--- src/rtl/byte_striping_pkg.sv ---
// Shared definitions for the two-lane byte striper (transmit side).
// Holds the default word width, the pairing FSM encoding, the lane hold
// length shared with the receive-side unstriper, and a counter-width helper.
package byte_striping_pkg;

    localparam int DATA_WIDTH_DEF = 32;

    // Each lane load is presented for one clk_f period = two clk_2f cycles.
    localparam int LANE_HOLD = 2;

    typedef enum logic {
        ST_IDLE = 1'b0,
        ST_HALF = 1'b1
    } state_e;

    // Idle counter width; never below 1 bit so FLUSH_CYCLES=0 still elaborates.
    function automatic int cnt_width(input int flush_cycles);
        return (flush_cycles < 1) ? 1 : $clog2(flush_cycles + 1);
    endfunction

endpackage

--- src/rtl/byte_striping_if.sv ---
// Word-source and lane-side signals of the byte striper.
//   valid_in / data_in          : word stream from the MAC side
//   lane_0 / valid_0            : even word of the current pair
//   lane_1 / valid_1            : odd word of the current pair
//   lane_stb                    : one-cycle pulse on each new lane load
// slave  = the striper, master = whatever feeds words and consumes lanes.
interface byte_striping_if
    import byte_striping_pkg::*;
#(
    parameter int DATA_WIDTH = DATA_WIDTH_DEF
);
    logic                  valid_in;
    logic [DATA_WIDTH-1:0] data_in;
    logic [DATA_WIDTH-1:0] lane_0;
    logic                  valid_0;
    logic [DATA_WIDTH-1:0] lane_1;
    logic                  valid_1;
    logic                  lane_stb;

    modport master (
        output valid_in, data_in,
        input  lane_0, valid_0, lane_1, valid_1, lane_stb
    );

    modport slave (
        input  valid_in, data_in,
        output lane_0, valid_0, lane_1, valid_1, lane_stb
    );
endinterface

--- src/rtl/byte_striping.sv ---
// Two-lane byte striper: even words to lane 0, odd words to lane 1, each pair
// held on both lanes for two clk_2f cycles. A lone even word is flushed onto
// lane 0 after FLUSH_CYCLES idle cycles (0 disables flushing).
// Ports:
//   clk_2f   : single clock, all logic on posedge
//   reset_L  : asynchronous active-low reset
//   bus      : byte_striping_if slave (word input, lanes, valids, lane_stb)
//
// state   | meaning
// --------+-----------------------------------------------------------
// ST_IDLE | no pending word; next accepted word is even
// ST_HALF | even word parked in hold_q, waiting for its odd partner
module byte_striping
    import byte_striping_pkg::*;
#(
    parameter int DATA_WIDTH   = DATA_WIDTH_DEF,
    parameter int FLUSH_CYCLES = 4
) (
    input  logic             clk_2f,
    input  logic             reset_L,
    byte_striping_if.slave   bus
);

    localparam int            CW        = cnt_width(FLUSH_CYCLES);
    localparam logic [CW-1:0] CNT_MAX   = '1;
    localparam logic [CW-1:0] FLUSH_AT  = CW'(FLUSH_CYCLES);
    localparam logic          FLUSH_EN  = (FLUSH_CYCLES != 0);
    localparam logic          HOLD_INIT = 1'(LANE_HOLD - 1);

    state_e                state_q;
    logic [DATA_WIDTH-1:0] hold_q;
    logic [DATA_WIDTH-1:0] lane_0_q;
    logic [DATA_WIDTH-1:0] lane_1_q;
    logic                  valid_0_q;
    logic                  valid_1_q;
    logic                  stb_q;
    logic                  hold_cnt_q;
    logic [CW-1:0]         idle_cnt_q;
    logic [CW-1:0]         idle_cnt_d;
    logic                  load_pair;
    logic                  load_flush;

    always_comb begin
        idle_cnt_d = (idle_cnt_q == CNT_MAX) ? idle_cnt_q : idle_cnt_q + 1'b1;
        load_pair  = (state_q == ST_HALF) && bus.valid_in;
        // Flush fires on the idle cycle that brings the counter up to FLUSH_CYCLES.
        load_flush = (state_q == ST_HALF) && !bus.valid_in && FLUSH_EN
                     && (idle_cnt_d == FLUSH_AT);
    end

    always_ff @(posedge clk_2f or negedge reset_L) begin
        if (!reset_L) begin
            state_q    <= ST_IDLE;
            hold_q     <= '0;
            lane_0_q   <= '0;
            lane_1_q   <= '0;
            valid_0_q  <= 1'b0;
            valid_1_q  <= 1'b0;
            stb_q      <= 1'b0;
            hold_cnt_q <= 1'b0;
            idle_cnt_q <= '0;
        end else begin
            stb_q <= load_pair | load_flush;

            case (state_q)
                ST_IDLE: begin
                    if (bus.valid_in) begin
                        hold_q     <= bus.data_in;
                        idle_cnt_q <= '0;
                        state_q    <= ST_HALF;
                    end
                end
                ST_HALF: begin
                    if (load_pair || load_flush) begin
                        state_q <= ST_IDLE;
                    end else begin
                        idle_cnt_q <= idle_cnt_d;
                    end
                end
                default: state_q <= ST_IDLE;
            endcase

            // A new load always wins over the tail of the previous hold window.
            if (load_pair) begin
                lane_0_q   <= hold_q;
                lane_1_q   <= bus.data_in;
                valid_0_q  <= 1'b1;
                valid_1_q  <= 1'b1;
                hold_cnt_q <= HOLD_INIT;
            end else if (load_flush) begin
                lane_0_q   <= hold_q;
                lane_1_q   <= '0;
                valid_0_q  <= 1'b1;
                valid_1_q  <= 1'b0;
                hold_cnt_q <= HOLD_INIT;
            end else if (hold_cnt_q) begin
                hold_cnt_q <= 1'b0;
            end else begin
                lane_0_q  <= '0;
                lane_1_q  <= '0;
                valid_0_q <= 1'b0;
                valid_1_q <= 1'b0;
            end
        end
    end

    assign bus.lane_0   = lane_0_q;
    assign bus.valid_0  = valid_0_q;
    assign bus.lane_1   = lane_1_q;
    assign bus.valid_1  = valid_1_q;
    assign bus.lane_stb = stb_q;

endmodule

--- src/flat_wrapper.sv ---
// flat-port wrapper written by rule: the top's interface ports become plain ports
module byte_striping_flat import byte_striping_pkg::*;
#(
    parameter int DATA_WIDTH   = DATA_WIDTH_DEF,
    parameter int FLUSH_CYCLES = 4
)
  (clk_2f, reset_L, bus_valid_in, bus_data_in, bus_lane_0, bus_valid_0, bus_lane_1, bus_valid_1, bus_lane_stb);
  byte_striping_if #(.DATA_WIDTH(DATA_WIDTH)) bus_i ();
  input  logic clk_2f;
  input  logic reset_L;
  input wire logic [$bits(bus_i.valid_in)-1:0] bus_valid_in;
  input wire logic [$bits(bus_i.data_in)-1:0] bus_data_in;
  output wire logic [$bits(bus_i.lane_0)-1:0] bus_lane_0;
  output wire logic [$bits(bus_i.valid_0)-1:0] bus_valid_0;
  output wire logic [$bits(bus_i.lane_1)-1:0] bus_lane_1;
  output wire logic [$bits(bus_i.valid_1)-1:0] bus_valid_1;
  output wire logic [$bits(bus_i.lane_stb)-1:0] bus_lane_stb;
  assign bus_i.valid_in = bus_valid_in;
  assign bus_i.data_in = bus_data_in;
  assign bus_lane_0 = bus_i.lane_0;
  assign bus_valid_0 = bus_i.valid_0;
  assign bus_lane_1 = bus_i.lane_1;
  assign bus_valid_1 = bus_i.valid_1;
  assign bus_lane_stb = bus_i.lane_stb;
  byte_striping #(.DATA_WIDTH(DATA_WIDTH), .FLUSH_CYCLES(FLUSH_CYCLES)) u_core (.clk_2f(clk_2f), .reset_L(reset_L), .bus(bus_i));
endmodule
--- config.mk ---
export PLATFORM = sky130hd
export DESIGN_NAME = byte_striping_flat
export DESIGN_NICKNAME = d
export VERILOG_FILES = /design/src/rtl/byte_striping_pkg.sv /design/src/rtl/byte_striping_if.sv /design/src/rtl/byte_striping.sv /design/src/flat_wrapper.sv
export SDC_FILE = /design/constraint.sdc
export NUM_CORES = 1
export LEC_CHECK = 0
export ABC_AREA = 1
export CORE_MARGIN = 8
export CORE_UTILIZATION = 49
export CTS_CLUSTER_DIAMETER = 40
export DETAILED_ROUTE_END_ITERATION = 6
export PLACE_DENSITY_LB_ADDON = 0.12
export SKIP_LAST_GASP = 1
export SLEW_MARGIN = 20
export SYNTH_ARGS = -nofsm -noshare
export SYNTH_HDL_FRONTEND = slang
export SYNTH_SLANG_ARGS = --single-unit
export TNS_END_PERCENT = 1
--- constraint.sdc ---
create_clock -name clk_2f -period 2.1 [get_ports clk_2f]
set_input_delay 0.42 -clock clk_2f [delete_from_list [all_inputs] [get_ports clk_2f]]
set_output_delay 0.42 -clock clk_2f [all_outputs]
set_load 0.01 [all_outputs]
==> impl_metrics.ini, run 1 <==
[setup_path]
r2r-start = u_core.idle_cnt_q[0]
crit_chain = clkdlybuf4s50_1
path_class = reg2out
crit_buf_inv = 1
critical_path_required_ns = 1.68
cp-start-kind = flop
crit_family = buffers and inverters
rrSetupSlack_ns = 0.46
path_max_fanout = 2
end_kind = output port
slowest_delay_ns = 0.56
cpMaxStageDelayCell = clkdlybuf4s50_1
crit_arrival_ns = 1.29
r2r-end = u_core.bus.lane_0[14]
rr_worst_depth = 8

[global_route]
grt_pass1_wl_um = 17250
track_usage_pct = 18.46
overflow = 0
antenna_found_initial = 0
grt_pass1_vias = 3312
grt_max_degree = 67

[floorplan]
die_h_um = 109.4
coreArea_um2 = 8593
die_area_um2 = 11960
initial_core_util_pct = 49.69
fp.dieW_um = 109.4
std_cell_rows = 34
pin_count = 102

[clock_network]
numCtsBuffers = 9
tritoncts = built
postCtsHoldBufs = 0
post-cts-setup-buffer-count = 0
htree_num_levels = 3
cts_resized = 0
clock_latency_ns = 0.36
cts_buffer_depth = 2
cts-root-buf = clkbuf_8
clock-sinks = 103
cts.clk_slew.worst_paths_ns = 0.11

[power_and_ir_drop]
p_int_mw = 3.607
switchingPower_mw = 1.390
peakVddDrop_uv = 414.8
p_seq_share_pct = 49.5
pwr-share-comb_pct = 22.8
power_density_nw_per_um2 = 891.6
p_leak_nw = 2.779
clock_power_share_pct = 27.6
p_sw_share_pct = 27.82

[synthesis]
netlist_area_um2 = 4270
yosysTopAreaCell = dfrtp_1
ys_seq_area_share_pct = 60.36
yosysTopAreaCellShare_pct = 60.36
yosys_warnings = 0
synth.avg_cell_area_um2 = 10.87
ys_top_cells_by_area = dfrtp_1 (60%), nand2_1 (12%), nand4_1 (9.5%)
synth.most_common_cell = nand2_1
synth_top_cells_by_count = nand2_1 (142), dfrtp_1 (103), nand4_1 (65)
yosys.cell_types.count = 18
synth-main-ff-cell = dfrtp_1
syn_inst = 393
ys_async_sr_fraction_pct = 100.0
synth-edff-count = 0
yosys_register_bits = 103
synth_nets = 429

[finish]
seq_area_um2 = 2579
multiInputGateArea_um2 = 1483
drive_gt1_share_pct = 13.97
design_area_um2 = 5604
num-fill-cells = 699
insertedDiodeCount = 0
syn2layout_area_growth_pct = 31.23
final_nets = 526

[detailed_routing]
wl_per_cell_um = 17.83
viasPerCell = 5.360
ant_nets = 0
drc_errors = 0
drt-total-wl_um = 10740
drt_iter0_drc = 144
dr.pass1.iters = 4
vias = 3227

[sta]
period_share_pct = 81.50
rsz0062_at_grt = no
drv_slew = 0
post-route-min-period_ns = 1.712
setup_tns_ns = 0
clock_skew_ns = 0.01777
tightest_slew_ns = 0.7362
finalHoldViolations = 0
slew_headroom_pct = 50.92
setup_viol = 0
max_freq_ghz = 0.5843
worst_slack_ns = 0.3884

[placement]
gp_congestion = 0.7776
dpl_worst_slack_ns = 0.1321
dp_hpwl_um = 7162
place_area_um2 = 5385
io_buffers = 101

[outcome]
status = complete, no violations

[min_path]
hold_class = in2async

[run]
cap_violations = 0
==> worst max path at each step <==
stage	from	to	cells after the start
6_report	u_core.bus.lane_1[22]	bus_lane_1[22]	1
5_1_grt	u_core.idle_cnt_q[0]	u_core.bus.lane_0[14]	7
4_1_cts	u_core.bus.lane_0[8]	bus_lane_0[8]	1
3_5_place_dp	bus_valid_in	u_core.hold_q[10]	5
3_3_place_gp	bus_valid_in	u_core.hold_q[5]	5
2_1_floorplan	u_core.idle_cnt_q[0]	u_core.bus.lane_0[24]	9
==> cells in the final DEF, fill, tap and decap left out, types with 2 or more instances in the layout <==
master           netlist  layout
nand3_1                7       7
bufinv_16              0       2
nand2_2                1       2
nand2_1              142     141
nand4_1               65      65
inv_1                  6       6
buf_4                  1      14
clkdlybuf4s50_1        0     100
buf_12                 0       3
nor2_1                 2       2
clkbuf_8               0      10
mux2_2                 6       6
mux2_4                26      26
dfrtp_1              103     102
==> routing by layer <==
metal | share of wire [%] | GRT usage [%] | vias to the layer above
met2 | 50 | 30.02 | 76
met5 | 0 | 0 | -
li1 | - | - | 1525
met4 | 0.78 | 4.725 | 0
met3 | 6.0 | 5.393 | 9
met1 | 43 | 23.72 | 1617
==> cells by family after synthesis <==
family	share of synthesized area, %
flops	60.36
simple gates	23.53
compound gates	0.1171
fa+ha+maj	0.2930
buf+inv	4.981
mux	10.72
==> through the flow <==
stage               power [mW]  util, %  std cells  hold WS, ns
floorplan                3.081        -        393       0.1244
detailed placement       3.666    62.67        587       0.4215
global placement         3.628    62.67        587       0.4132
global route             5.229    65.22        602      0.03723
CTS                      5.030    65.22        602      0.01871
finish                   4.997    65.22        602     0.004888
==> power by group through the flow <==
stage	clock network (mW)	logic, mW	registers [mW]
after global placement	0	1.13	2.50
after floorplan	0	0.547	2.53
after detailed placement	0	1.16	2.51
final	1.38	1.14	2.48
after CTS	1.40	1.16	2.48
after global routing	1.47	1.25	2.51
==> flip-flops by register name, summed over array words and instances (netlist names) <==
signal              count
u_core.bus.lane_1      32
u_core.idle_cnt_q       3
u_core.state_q          1
u_core.bus.valid_0      1
u_core.hold_q          32
u_core.bus.lane_0      32
u_core.bus.valid_1      1
u_core.hold_cnt_q       1
==> area by class of cell <==
cell class | count | area share, %
Clock inverter | 5 | 1.451
Tap cell | 108 | 2.411
Sequential cell | 103 | 46.01
Inverter | 6 | 0.4019
Multi-Input combinational cell | 253 | 26.46
Clock buffer | 10 | 2.456
Timing Repair Buffer | 117 | 20.81
Note: power is estimated with default switching activity, not from simulation.
==> inputs of run 2 (changes only) <==
CORE_UTILIZATION = 45   (was 49)
clock period = 1.4 ns   (was 2.1 ns; I/O delays follow)
==> impl_metrics.ini, run 2 (synthesized netlist as in run 1, its figures left out) <==
[power_and_ir_drop]
power_density_nw_per_um2 = 1290
power.total_mw = 7.445
peakVddDrop_uv = 629.1
p_leak_nw = 2.851

[sta]
post-route-min-period_ns = 1.581
slew_headroom_pct = 75.67
drv_slew = 0
rsz0062_at_grt = yes
worst_slack_ns = -0.1812
tightest_slew_ns = 0.3650
clock_skew_ns = 0.01194
finalHoldViolations = 0
max_freq_ghz = 0.6324
setup_viol = 132
period_share_pct = 112.9

[finish]
multiInputGateArea_um2 = 1503
syn2layout_area_growth_pct = 35.10
insertedDiodeCount = 0
fin_cells = 632
final_nets = 534
post-route-util_pct = 62.44
drive_gt1_share_pct = 15.11
num-fill-cells = 765
final_cell_mix = nand2_1 (141), dfrtp_1 (102), clkdlybuf4s50_1 (98), nand4_1 (65), mux2_4 (26)
final_common_cell = nand2_1
seq_area_um2 = 2579

[placement]
dp_cells = 615
gp_congestion = 0.7177
io_buffers = 101
dp_hpwl_um = 7287

[outcome]
status = complete, but fails checks
violations = setup timing

[clock_network]
cts_buffer_depth = 2
cts-root-buf = clkbuf_8
cts.clk_slew.worst_paths_ns = 0.10
clock_latency_ns = 0.36
numCtsBuffers = 9
clock-sinks = 103
tritoncts = built
htree_num_levels = 3

[detailed_routing]
ant_nets = 0
vias = 3259
wl_per_cell_um = 16.84
drt-total-wl_um = 10640
drc_errors = 0
viasPerCell = 5.157
dr.pass1.iters = 4
drt_iter0_drc = 201

[floorplan]
pin_count = 102
std_cell_rows = 35
initial_core_util_pct = 46.22
coreArea_um2 = 9240
die_area_um2 = 12860
die_h_um = 113.4
fp.dieW_um = 113.4

[setup_path]
path_max_fanout = 2
crit_family = buffers and inverters
path_class = reg2out
rrSetupSlack_ns = -0.11
end_kind = output port
crit_arrival_ns = 1.30
crit_buf_inv = 1
cp-start-kind = flop
rr_worst_depth = 9
slowest_delay_ns = 0.56
critical_path_required_ns = 1.12
cpMaxStageDelayCell = clkdlybuf4s50_1
r2r-end = u_core.bus.lane_0[14]
r2r-start = u_core.idle_cnt_q[1]
crit_chain = clkdlybuf4s50_1

[global_route]
grt_max_degree = 67
antenna_found_initial = 0
grt_pass1_vias = 3227
grt_pass1_wl_um = 17300
track_usage_pct = 16.80
overflow = 0

[min_path]
hold_class = in2async

[run]
cap_violations = 0
-- run 2: layout make-up --
| cell class | instances | share of cell area (%) |
|---|---|---|
| Clock buffer | 12 | 2.516 |
| Multi-Input combinational cell | 253 | 26.05 |
| Tap cell | 129 | 2.798 |
| Timing Repair Buffer | 125 | 22.62 |
| Clock inverter | 4 | 0.9326 |
| Inverter | 6 | 0.3904 |
| Sequential cell | 103 | 44.70 |
-- run 2: worst max path at each step --
| stage | slack, ns | start | cells after the start | to |
|---|---|---|---|---|
| final | -0.18 | u_core.bus.lane_0[12] | 1 | bus_lane_0[12] |
| after global routing | -0.23 | u_core.idle_cnt_q[1] | 9 | u_core.bus.lane_0[27] |
| after global placement | -0.34 | bus_valid_in | 5 | u_core.hold_q[16] |
| after detailed placement | -0.37 | bus_valid_in | 5 | u_core.hold_q[14] |
| after floorplan | 0.008 | u_core.idle_cnt_q[0] | 9 | u_core.bus.lane_0[24] |
| after CTS | -0.20 | u_core.bus.lane_1[28] | 1 | bus_lane_1[28] |
-- run 2: power breakdown --
part / internal [mW] / switching (mW)
clock network: 0.885 / 1.00
logic: 1.02 / 0.823
registers: 3.43 / 0.281
total: 5.34 / 2.11
-- run 2: through the flow --
| stage | TNS (ns) | cell area [um^2] | hold slack [ns] | setup WS [ns] |
|---|---|---|---|---|
| 3_5_place_dp | -30.20 | 5552 | 0.2196 | -0.3735 |
| 5_1_grt | -25.37 | 5769 | 0.4116 | -0.2285 |
| 2_1_floorplan | 0 | 4283 | -0.01559 | 0.008279 |
| 6_report | -14.64 | 5769 | 0.3740 | -0.1812 |
| 3_3_place_gp | -27.61 | 5552 | 0.2226 | -0.3446 |
| 4_1_cts | -20.43 | 5759 | 0.3855 | -0.2010 |
-- run 2: repair_timing --
action / CTS / global route
setup buffers: 0 / 0
resized for setup: 1 / 2
hold endpoints to repair: 22 / 0
setup endpoints to repair: 138 / 150
hold buffers: 1 / 0
-- run 2: per-layer routing --
metal / global-route usage, % / share of wire (%)
met5: 0 / 0
met2: 25.52 / 45
met1: 22.79 / 47
met3: 4.596 / 7.1
met4: 5.506 / 1.1
==> inputs of run 3 (changes only) <==
CORE_MARGIN = default   (was 8)
==> impl_metrics.ini, run 3 (synthesized netlist as in run 1, its figures left out) <==
[global_route]
grt_max_degree = 67
antenna_found_initial = 0
grt_pass1_vias = 3297
track_usage_pct = 21.41
grt_pass1_wl_um = 16660
overflow = 0

[sta]
slew_headroom_pct = 77.86
worst_slack_ns = -0.1720
max_freq_ghz = 0.6361
finalHoldViolations = 0
timing.hold.ws_ns = 0.3561
post-route-min-period_ns = 1.572
drv_slew = 0
tightest_slew_ns = 0.3321
setup_viol = 140
clock_skew_ns = 0.01491
rsz0062_at_grt = yes
period_share_pct = 112.3

[placement]
place_area_um2 = 5487
io_buffers = 101
dpl_worst_slack_ns = -0.3788
dp_hpwl_um = 6475
gp_congestion = 0.7289

[setup_path]
r2r-start = u_core.idle_cnt_q[0]
crit_family = buffers and inverters
slowest_delay_ns = 0.57
path_class = reg2out
crit_arrival_ns = 1.29
cpMaxStageDelayCell = clkdlybuf4s50_1
r2r-end = u_core.bus.lane_0[19]
crit_chain = clkdlybuf4s50_1
critical_path_required_ns = 1.12
crit_buf_inv = 1
path_max_fanout = 2
rrSetupSlack_ns = -0.12
cp-start-kind = flop
rr_worst_depth = 8
end_kind = output port

[clock_network]
post-cts-setup-buffer-count = 0
cts_buffer_depth = 2
htree_num_levels = 3
cts.clk_slew.worst_paths_ns = 0.10
tritoncts = built
clock_latency_ns = 0.35
clock-sinks = 103
cts-root-buf = clkbuf_8
numCtsBuffers = 9

[floorplan]
coreArea_um2 = 9196
std_cell_rows = 35
die_h_um = 99.42
initial_core_util_pct = 46.44
pin_count = 102
die_area_um2 = 9883
fp.dieW_um = 99.42

[outcome]
violations = setup timing
status = complete, but fails checks

[power_and_ir_drop]
p_leak_nw = 2.824
peakVddDrop_uv = 614.0
power_density_nw_per_um2 = 1296

[finish]
drive_gt1_share_pct = 14.46
insertedDiodeCount = 0
syn2layout_area_growth_pct = 33.31
final_cell_mix = nand2_1 (141), dfrtp_1 (102), clkdlybuf4s50_1 (98), nand4_1 (65), mux2_4 (26)
design_area_um2 = 5693
final_nets = 530
num-fill-cells = 773
final_common_cell = nand2_1

[detailed_routing]
dr.pass1.iters = 4
vias = 3250
viasPerCell = 5.337
drt_iter0_drc = 169
wl_per_cell_um = 16.40
drc_errors = 0
drt-total-wl_um = 9990
ant_nets = 0

[min_path]
hold_class = in2async

[run]
cap_violations = 0
-- run 3: power by group --
part           internal (mW)  switching, mW  leakage [nW]  total (mW)
clock network          0.874          0.977        0.0920        1.85
registers               3.43          0.286          1.32        3.72
logic                   1.02          0.798          1.41        1.81
-- run 3: final cells by class --
type / instances / area (um^2) / area share, %
Clock buffer: 11 / 141.4 / 2.484
Clock inverter: 4 / 53.80 / 0.9451
Inverter: 6 / 22.52 / 0.3956
Multi-Input combinational cell: 253 / 1495 / 26.26
Sequential cell: 103 / 2579 / 45.30
Tap cell: 111 / 138.9 / 2.440
Timing Repair Buffer: 121 / 1262 / 22.18
-- run 3: worst max path at each step --
stage	cells after the start	startpoint	to	slack (ns)
6_report	1	u_core.bus.lane_0[23]	bus_lane_0[23]	-0.17
5_1_grt	8	u_core.idle_cnt_q[0]	u_core.bus.lane_0[19]	-0.22
4_1_cts	1	u_core.bus.lane_0[23]	bus_lane_0[23]	-0.19
3_5_place_dp	5	bus_valid_in	u_core.hold_q[5]	-0.38
3_3_place_gp	5	bus_valid_in	u_core.hold_q[16]	-0.35
2_1_floorplan	9	u_core.idle_cnt_q[0]	u_core.bus.lane_0[24]	0.008
-- run 3: what timing repair did --
| action | CTS | global route |
|---|---|---|
| hold buffers | 1 | 0 |
| gates cloned | 0 | 0 |
| endpoints found under the hold margin | 21 | 0 |
| resized for setup | 1 | 1 |
| setup endpoints to repair | 133 | 162 |
-- run 3: routing by layer --
| layer | global-route usage, % | vias to the layer above | wire length (um) |
|---|---|---|---|
| met2 | 33.81 | 91 | 4704 |
| met1 | 30.63 | 1611 | 4727 |
| met5 | 0 | - | 0 |
| met3 | 3.725 | 10 | 449 |
| li1 | - | 1538 | - |
| met4 | 6.109 | 0 | 109 |
-- run 3: metrics by stage --
stage               power [mW]  instances  TNS, ns  utilization [%]
global placement         5.547        593   -26.34            59.66
floorplan                4.636        393        0                -
global route             7.755        609   -24.84            61.90
CTS                      7.430        609   -16.20            61.88
detailed placement       5.591        593   -28.65            59.66
finish                   7.381        609   -14.26            61.90
